[src/rtl/servo_pkg.sv]
// servo_pkg: sequencer state encoding and elaboration-time timing helpers
// shared by the servo sequencer top and its per-joint channels.
package servo_pkg;

    typedef enum logic [2:0] {
        ST_IDLE,
        ST_FETCH,
        ST_LOAD,
        ST_SLEW,
        ST_HOLD,
        ST_NEXT,
        ST_DONE
    } seq_state_t;

    localparam longint US_PER_S = 64'd1_000_000;

    // Bits needed to count 0..value-1; never less than one bit.
    function automatic int clog2(input int value);
        int w;
        longint v;
        w = 1;
        v = 2;
        while (v < longint'(value)) begin
            w = w + 1;
            v = v * 2;
        end
        return w;
    endfunction

    function automatic int calc_period(input int clk_hz, input int pwm_hz);
        return int'(longint'(clk_hz) / longint'(pwm_hz));
    endfunction

    function automatic int calc_min_cyc(input int clk_hz, input int min_us);
        return int'((longint'(clk_hz) / US_PER_S) * longint'(min_us));
    endfunction

    // Cycles per position LSB; 64-bit intermediate because the
    // span-times-clock product exceeds 32 bits at 50 MHz.
    function automatic int calc_scale(
        input int clk_hz,
        input int min_us,
        input int max_us,
        input int data_w
    );
        longint span;
        span = (longint'(max_us - min_us) * longint'(clk_hz)) / US_PER_S;
        return int'(span >> data_w);
    endfunction

    localparam int PERIOD  = calc_period(50_000_000, 50);
    localparam int MIN_CYC = calc_min_cyc(50_000_000, 1000);
    localparam int SCALE   = calc_scale(50_000_000, 1000, 2000, 8);

endpackage

[src/rtl/servo_channel.sv]
// servo_channel: one joint - target register, per-frame slew limiter,
// frame-start width latch and pulse comparator.
// Ports: i_clk, i_rst (sync, active high), i_en, i_frame_cnt/i_frame_tick
//   (shared frame timebase), i_tgt_load/i_tgt (target update),
//   o_pwm (registered servo pulse), o_settled (position == target).
module servo_channel
    import servo_pkg::*;
#(
    parameter int DATA_W  = 8,
    parameter int CNT_W   = 20,
    parameter int MIN_CYC = 50000,
    parameter int SCALE   = 195,
    parameter int SLEW    = 4
) (
    input  logic              i_clk,
    input  logic              i_rst,
    input  logic              i_en,
    input  logic [CNT_W-1:0]  i_frame_cnt,
    input  logic              i_frame_tick,
    input  logic              i_tgt_load,
    input  logic [DATA_W-1:0] i_tgt,
    output logic              o_pwm,
    output logic              o_settled
);

    localparam logic [DATA_W-1:0] CENTRE  = {1'b1, {(DATA_W-1){1'b0}}};
    localparam logic [DATA_W-1:0] SLEW_V  = DATA_W'(SLEW);
    localparam logic [CNT_W-1:0]  MIN_V   = CNT_W'(MIN_CYC);
    localparam logic [CNT_W-1:0]  SCALE_V = CNT_W'(SCALE);
    localparam logic [CNT_W-1:0]  RST_WID = MIN_V + CNT_W'(CENTRE) * SCALE_V;

    logic [DATA_W-1:0] r_cur;
    logic [DATA_W-1:0] r_tgt;
    logic [CNT_W-1:0]  r_width;
    logic              r_pwm;
    logic [DATA_W-1:0] w_diff;
    logic [DATA_W-1:0] w_cur_next;
    logic [CNT_W-1:0]  w_width_next;

    // Step toward target by at most SLEW; the difference is taken in the
    // direction of travel so the step can never wrap or overshoot.
    always_comb begin
        w_diff     = '0;
        w_cur_next = r_cur;
        if (r_tgt > r_cur) begin
            w_diff     = r_tgt - r_cur;
            w_cur_next = (w_diff <= SLEW_V) ? r_tgt : r_cur + SLEW_V;
        end else if (r_cur > r_tgt) begin
            w_diff     = r_cur - r_tgt;
            w_cur_next = (w_diff <= SLEW_V) ? r_tgt : r_cur - SLEW_V;
        end
    end

    assign w_width_next = MIN_V + CNT_W'(w_cur_next) * SCALE_V;

    // Width only changes on the last cycle of a frame, so a pulse in
    // flight is never shortened or stretched.
    always_ff @(posedge i_clk) begin
        if (i_rst) begin
            r_cur   <= CENTRE;
            r_tgt   <= CENTRE;
            r_width <= RST_WID;
            r_pwm   <= 1'b0;
        end else begin
            if (i_tgt_load) begin
                r_tgt <= i_tgt;
            end
            if (i_frame_tick) begin
                r_cur   <= w_cur_next;
                r_width <= w_width_next;
            end
            r_pwm <= i_en && (i_frame_cnt < r_width);
        end
    end

    assign o_pwm     = r_pwm;
    assign o_settled = (r_cur == r_tgt);

endmodule

[src/rtl/servo_sequencer.sv]
// servo_sequencer: N-joint 50 Hz servo controller with slew limiting,
// live position tracking and ROM waypoint playback.
// Ports: i_clk, i_rst (sync, active high), i_en, i_mode (0 live, 1 play),
//   i_start, i_live_pos, o_rom_addr/i_rom_data (sync ROM, 1-cycle latency),
//   o_pwm_out, o_busy, o_done (pulse at end of last waypoint).
module servo_sequencer
    import servo_pkg::*;
#(
    parameter int NUM_CH      = 3,
    parameter int DATA_W      = 8,
    parameter int ADDR_W      = 8,
    parameter int SEQ_LEN     = 16,
    parameter int CLK_HZ      = 50_000_000,
    parameter int PWM_HZ      = 50,
    parameter int MIN_US      = 1000,
    parameter int MAX_US      = 2000,
    parameter int SLEW        = 4,
    parameter int HOLD_FRAMES = 25,
    parameter int LOOP        = 0
) (
    input  logic                     i_clk,
    input  logic                     i_rst,
    input  logic                     i_en,
    input  logic                     i_mode,
    input  logic                     i_start,
    input  logic [NUM_CH*DATA_W-1:0] i_live_pos,
    output logic [ADDR_W-1:0]        o_rom_addr,
    input  logic [NUM_CH*DATA_W-1:0] i_rom_data,
    output logic [NUM_CH-1:0]        o_pwm_out,
    output logic                     o_busy,
    output logic                     o_done
);

    localparam int LP_PERIOD  = calc_period(CLK_HZ, PWM_HZ);
    localparam int LP_MIN_CYC = calc_min_cyc(CLK_HZ, MIN_US);
    localparam int LP_SCALE   = calc_scale(CLK_HZ, MIN_US, MAX_US, DATA_W);
    localparam int CNT_W      = clog2(LP_PERIOD);
    localparam int HOLD_W     = clog2(HOLD_FRAMES);

    localparam logic [CNT_W-1:0]  CNT_LAST  = CNT_W'(LP_PERIOD - 1);
    localparam logic [HOLD_W-1:0] HOLD_LAST = HOLD_W'(HOLD_FRAMES - 1);
    localparam logic [ADDR_W-1:0] ADDR_LAST = ADDR_W'(SEQ_LEN - 1);

    seq_state_t r_state;
    seq_state_t w_state_nxt;

    logic [CNT_W-1:0]        r_frame_cnt;
    logic [ADDR_W-1:0]       r_addr;
    logic [ADDR_W-1:0]       w_addr_nxt;
    logic [HOLD_W-1:0]       r_hold;
    logic [HOLD_W-1:0]       w_hold_nxt;
    logic                    r_done;
    logic                    w_done_nxt;
    logic                    w_pb_load;
    logic                    w_frame_tick;
    logic                    w_tgt_load;
    logic                    w_all_settled;
    logic [NUM_CH-1:0]       w_settled;
    logic [NUM_CH-1:0]       w_pwm;
    logic [NUM_CH*DATA_W-1:0] w_tgt_sel;

    // Frame timebase; parked at 0 while disabled so re-enable starts a
    // fresh frame.
    assign w_frame_tick = i_en && (r_frame_cnt == CNT_LAST);

    always_ff @(posedge i_clk) begin
        if (i_rst || !i_en) begin
            r_frame_cnt <= '0;
        end else if (w_frame_tick) begin
            r_frame_cnt <= '0;
        end else begin
            r_frame_cnt <= r_frame_cnt + CNT_W'(1);
        end
    end

    // Live mode rewrites targets every cycle, even when disabled.
    assign w_tgt_sel  = i_mode ? i_rom_data : i_live_pos;
    assign w_tgt_load = !i_mode || w_pb_load;

    for (genvar g = 0; g < NUM_CH; g++) begin : g_ch
        servo_channel #(
            .DATA_W  (DATA_W),
            .CNT_W   (CNT_W),
            .MIN_CYC (LP_MIN_CYC),
            .SCALE   (LP_SCALE),
            .SLEW    (SLEW)
        ) u_ch (
            .i_clk        (i_clk),
            .i_rst        (i_rst),
            .i_en         (i_en),
            .i_frame_cnt  (r_frame_cnt),
            .i_frame_tick (w_frame_tick),
            .i_tgt_load   (w_tgt_load),
            .i_tgt        (w_tgt_sel[g*DATA_W +: DATA_W]),
            .o_pwm        (w_pwm[g]),
            .o_settled    (w_settled[g])
        );
    end

    assign w_all_settled = &w_settled;

    always_ff @(posedge i_clk) begin
        if (i_rst) begin
            r_state <= ST_IDLE;
            r_addr  <= '0;
            r_hold  <= '0;
            r_done  <= 1'b0;
        end else begin
            r_state <= w_state_nxt;
            r_addr  <= w_addr_nxt;
            r_hold  <= w_hold_nxt;
            r_done  <= w_done_nxt;
        end
    end

    // Playback walks FETCH (ROM latency) -> LOAD -> SLEW -> HOLD -> NEXT.
    // Leaving playback mode drops to IDLE but keeps the address.
    always_comb begin
        w_state_nxt = r_state;
        w_addr_nxt  = r_addr;
        w_hold_nxt  = r_hold;
        w_done_nxt  = 1'b0;
        w_pb_load   = 1'b0;
        if (!i_mode) begin
            w_state_nxt = ST_IDLE;
        end else if (i_en) begin
            unique case (r_state)
                ST_IDLE, ST_DONE: begin
                    if (i_start) begin
                        w_state_nxt = ST_FETCH;
                        w_addr_nxt  = '0;
                    end
                end
                ST_FETCH: begin
                    w_state_nxt = ST_LOAD;
                end
                ST_LOAD: begin
                    w_pb_load   = 1'b1;
                    w_state_nxt = ST_SLEW;
                end
                ST_SLEW: begin
                    if (w_all_settled && w_frame_tick) begin
                        w_state_nxt = ST_HOLD;
                        w_hold_nxt  = '0;
                    end
                end
                ST_HOLD: begin
                    if (w_frame_tick) begin
                        if (r_hold == HOLD_LAST) begin
                            w_state_nxt = ST_NEXT;
                        end else begin
                            w_hold_nxt = r_hold + HOLD_W'(1);
                        end
                    end
                end
                ST_NEXT: begin
                    if (r_addr == ADDR_LAST) begin
                        w_done_nxt = 1'b1;
                        if (LOOP != 0) begin
                            w_state_nxt = ST_FETCH;
                            w_addr_nxt  = '0;
                        end else begin
                            w_state_nxt = ST_DONE;
                        end
                    end else begin
                        w_state_nxt = ST_FETCH;
                        w_addr_nxt  = r_addr + ADDR_W'(1);
                    end
                end
                default: begin
                    w_state_nxt = ST_IDLE;
                end
            endcase
        end
    end

    assign o_rom_addr = r_addr;
    assign o_pwm_out  = w_pwm;
    assign o_done     = r_done;
    assign o_busy     = i_mode && (r_state != ST_IDLE) && (r_state != ST_DONE);

endmodule

[config.mk]
export PLATFORM = sky130hd
export DESIGN_NAME = servo_sequencer
export DESIGN_NICKNAME = d
export VERILOG_FILES = /design/src/rtl/servo_pkg.sv /design/src/rtl/servo_channel.sv /design/src/rtl/servo_sequencer.sv
export SDC_FILE = /design/constraint.sdc
export NUM_CORES = 1
export LEC_CHECK = 0
export BUFFER_PORTS_ARGS = -buffer_cell sky130_fd_sc_hd__buf_2
export CORE_MARGIN = 2
export CORE_UTILIZATION = 40
export CTS_BUF_LIST = sky130_fd_sc_hd__clkbuf_4
export CTS_CLUSTER_SIZE = 25
export DETAILED_ROUTE_END_ITERATION = 16
export HOLD_SLACK_MARGIN = 0.03
export PLACE_DENSITY = 0.69
export SLEW_MARGIN = 0
export SYNTH_ARGS = -nofsm -noshare
export SYNTH_HDL_FRONTEND = slang
export SYNTH_SLANG_ARGS = --single-unit
[constraint.sdc]
create_clock -name i_clk -period 5.67 [get_ports i_clk]
set_input_delay 1.134 -clock i_clk [delete_from_list [all_inputs] [get_ports i_clk]]
set_output_delay 1.134 -clock i_clk [all_outputs]
set_load 0.01 [all_outputs]
==> results_dict.tcl <==
set metrics [dict create \
    synth_compound_area_frac 0.202 \
    drive_above_1_share 0.315 \
    place.gp.congestion 0.903 \
    worstSetupStartpointType "register" \
    critPathCaptureType "register" \
    drc 0 \
    max_freq_mhz 178 \
    muxShareOfSynthArea 0.0348 \
    clock_latency_ns 0.61 \
    hold_depth 2 \
    hold_viol_final 0 \
    synth_top_family_by_area "adder cells" \
    ys_warn_count 0 \
    syn_area_mm2 0.0134 \
    critPathArrivalTime_ns 6.15 \
    clock_skew_ns 0.0400 \
    cts_tree "yes" \
    syn_nets 2010 \
    setup_slack_ns 0.0391 \
    core-area_mm2 0.0333 \
    placed_area_mm2 0.0160 \
    crit_type "reg -> reg" \
    path_max_fanout 7 \
    num_vias 13383 \
    placed_cells 2381 \
    status "complete, no violations" \
    clkTransAtPathRegs_ns 0.15 \
    power_density_mw_per_mm2 300 \
    avgRoutedWirePerCell_um 16.5 \
    synth_xor_xnor_area_share 0.0412 \
    drtAntennaViolNets 0 \
    min_path_type "reg -> reg" \
    grt_pass1_vias 12933 \
    io_pins 66 \
    maxCapViolations 0 \
    fillCellCount 2988 \
    syn_avg_cell_area_um2 7.95 \
    finalSetupViolations 0 \
    yosysSeqAreaShare 0.203 \
    routed_via_density 5.45 \
    worstMarginPinSlew_ns 1.08 \
    crit_required_ns 6.19 \
    cts_buffers 17 \
    grt_max_degree 64 \
    rows 67 \
    place_worst_setup_slack_ns -0.347 \
    clockRootBuffer "clkbuf_4" \
    die-area_mm2 0.0350 \
    slew_headroom 0.277 \
    grt-ovfl-total 0 \
    max-clock-path-buffers 2 \
    area_growth_pct 35.0 \
    ys_seq_elements 136 \
    cts_sinks 136 \
    syn_inst 1685 \
    grt_usage 0.220 \
    yosys.area_share.simple 0.187 \
    antenna_found_initial 3 \
    ys.flop_type "dfxtp_1" \
    yosysUniqueCellTypes 73 \
    reg2reg_depth 26 \
    rsz0062_at_grt "true" \
    p_leak_nw 8.25 \
    tns_ns 0 \
    period_share 0.993 \
    die_h_um 187 \
    die_width_um 187 \
    fin_area_mm2 0.0181 \
    routed_wl_um 40400 \
    cts_hold_buffers 0 \
    synth_fa_ha_area_frac 0.264 \
    slew_violations 0 \
    num-nets-final 2316 \
    io_buffer_count 65 \
    final.min_clock_period_ns 5.63 \
    dp_hpwl_um 28600 \
    final-instance-count-excl-fill 2455 \
    hold_slack_ns 0.463 \
    synth_edf_count 0 \
    multi_input_area_mm2 0.0113 \
    total_power_mw 5.43 \
    vdd_ir_drop_max_uv 195 \
    postSynth.asyncResetShare 0 \
    postLayoutCoreUtil 0.543 \
    grt_pass1_wl_um 63500 \
    first_iter_violations 752 \
    seq_area_mm2 0.00277 \
    start_util 0.402 \
    drtPass1Iterations 6 \
    htree_levels 4 \
]
power breakdown:
group	internal [mW]	leakage, nW	switching [mW]
logic	1.86	6.96	1.82
registers	0.971	1.11	0.0132
clock network	0.316	0.170	0.447
total	3.15	8.25	2.28
repair_timing:
item | CTS | global route
setup endpoints to repair | 19 | 23
setup buffers | 17 | 22
resized for setup | 83 | 210
pin swaps | 37 | 104
worst paths after layout:
path | start | endpoint | slack, ns
min reg2reg | g_ch[0].u_ch.r_width[11] | g_ch[0].u_ch.r_width[11] | 0.46
max | g_ch[2].u_ch.r_tgt[1] | g_ch[2].u_ch.r_width[15] | 0.04
max reg2reg | g_ch[2].u_ch.r_tgt[1] | g_ch[2].u_ch.r_width[15] | 0.04
min | g_ch[0].u_ch.r_width[11] | g_ch[0].u_ch.r_width[11] | 0.46
sequential cells by signal, summed over array words and instances, names as in the netlist:
signal             cells
g_ch.u_ch.r_width     48
g_ch.u_ch.r_cur       24
g_ch.u_ch.r_tgt       24
r_frame_cnt           20
o_rom_addr             8
r_hold                 5
g_ch.u_ch.o_pwm        3
r_state                3
o_done                 1
cells in the mapped netlist, types with 5 or more instances:
library cell,n,share of area
buf_1,5,0.0014
or2_2,10,0.0047
nor4_1,12,0.0056
nand2_1,147,0.041
a211oi_1,37,0.021
o41ai_1,8,0.0052
a31o_2,5,0.0033
xnor2_1,30,0.020
o211ai_1,22,0.012
dfxtp_1,136,0.20
o22ai_1,5,0.0023
and3_1,21,0.0098
nand2b_1,17,0.0079
o221a_2,5,0.0042
o21bai_1,9,0.0050
o31ai_1,15,0.0084
fa_1,18,0.027
nand4_1,13,0.0061
mux2i_1,42,0.031
a21o_1,35,0.020
nor3_1,41,0.015
and2_1,9,0.0042
nand3_1,58,0.022
a21oi_1,116,0.043
inv_1,174,0.049
a31oi_1,11,0.0051
o31a_1,6,0.0039
xor2_1,33,0.022
o21a_1,12,0.0067
nor2_1,132,0.037
ha_1,254,0.24
o311ai_0,7,0.0046
or3_1,14,0.0065
clkbuf_1,48,0.013
nor2b_1,28,0.013
o21ai_0,68,0.025
logic make-up (layout without fill, tap and decap cells):
family,Yosys count,after routing
AOI/OAI and AO/OA,408,408
xor gates and xnor gates,63,63
adders and majority gates,272,272
buffers and inverters,237,556
DFF,136,136
muxes,46,46
other,0,3
and+or+nand+nor,523,523
cell type report:
| cell class | instances | area share |
|---|---|---|
| antenna | 3 | 0.000415 |
| clock buffer | 17 | 0.00706 |
| clock inverter | 15 | 0.0104 |
| inverter | 176 | 0.0365 |
| multi-input combinational | 1312 | 0.624 |
| sequential | 136 | 0.153 |
| tap | 448 | 0.0310 |
| timing repair buffer | 348 | 0.138 |
per-layer routing:
metal	track usage	part of all wire	up-vias
met1	0.281	0.45	6385
met2	0.380	0.48	303
met5	0	0	-
met3	0.0291	0.039	82
li1	-	-	6613
met4	0.0772	0.029	0
worst max-delay path, cell delays in order (launching register included):
cell and delay (ns):
dfxtp_2 0.36, inv_2 0.05, ha_4 0.21, nor2b_4 0.13, o31a_1 0.28, buf_4 0.17, o211a_1 0.24, nor3_4 0.18
nor4_4 0.09, buf_6 0.16, a22oi_2 0.26, buf_4 0.18, nor2_2 0.04, a21o_1 0.17, ha_1 0.21, ha_1 0.30
inv_2 0.05, fa_2 0.47, fa_1 0.55, inv_2 0.05, ha_4 0.17, a2111oi_4 0.39, o31ai_2 0.15, o41ai_2 0.36
xnor2_1 0.16, nand2_1 0.06, a21oi_1 0.14
layout by cell type, fill, tap and decap left out, types with 13 or more instances in the layout:
| cell type | count |
|---|---|
| a211oi_1 | 33 |
| a21o_1 | 35 |
| a21oi_1 | 101 |
| and3_1 | 19 |
| buf_2 | 65 |
| buf_4 | 272 |
| clkbuf_4 | 17 |
| dfxtp_1 | 112 |
| dfxtp_2 | 19 |
| ha_1 | 196 |
| ha_4 | 48 |
| inv_1 | 160 |
| inv_2 | 14 |
| mux2i_1 | 38 |
| nand2_1 | 143 |
| nand2b_1 | 15 |
| nand3_1 | 56 |
| nand4_1 | 13 |
| nor2_1 | 124 |
| nor2b_1 | 21 |
| nor3_1 | 29 |
| o211ai_1 | 22 |
| o21ai_0 | 49 |
| o21ai_2 | 13 |
| xnor2_1 | 30 |
| xor2_1 | 33 |
(Power assumes the default switching activity.)
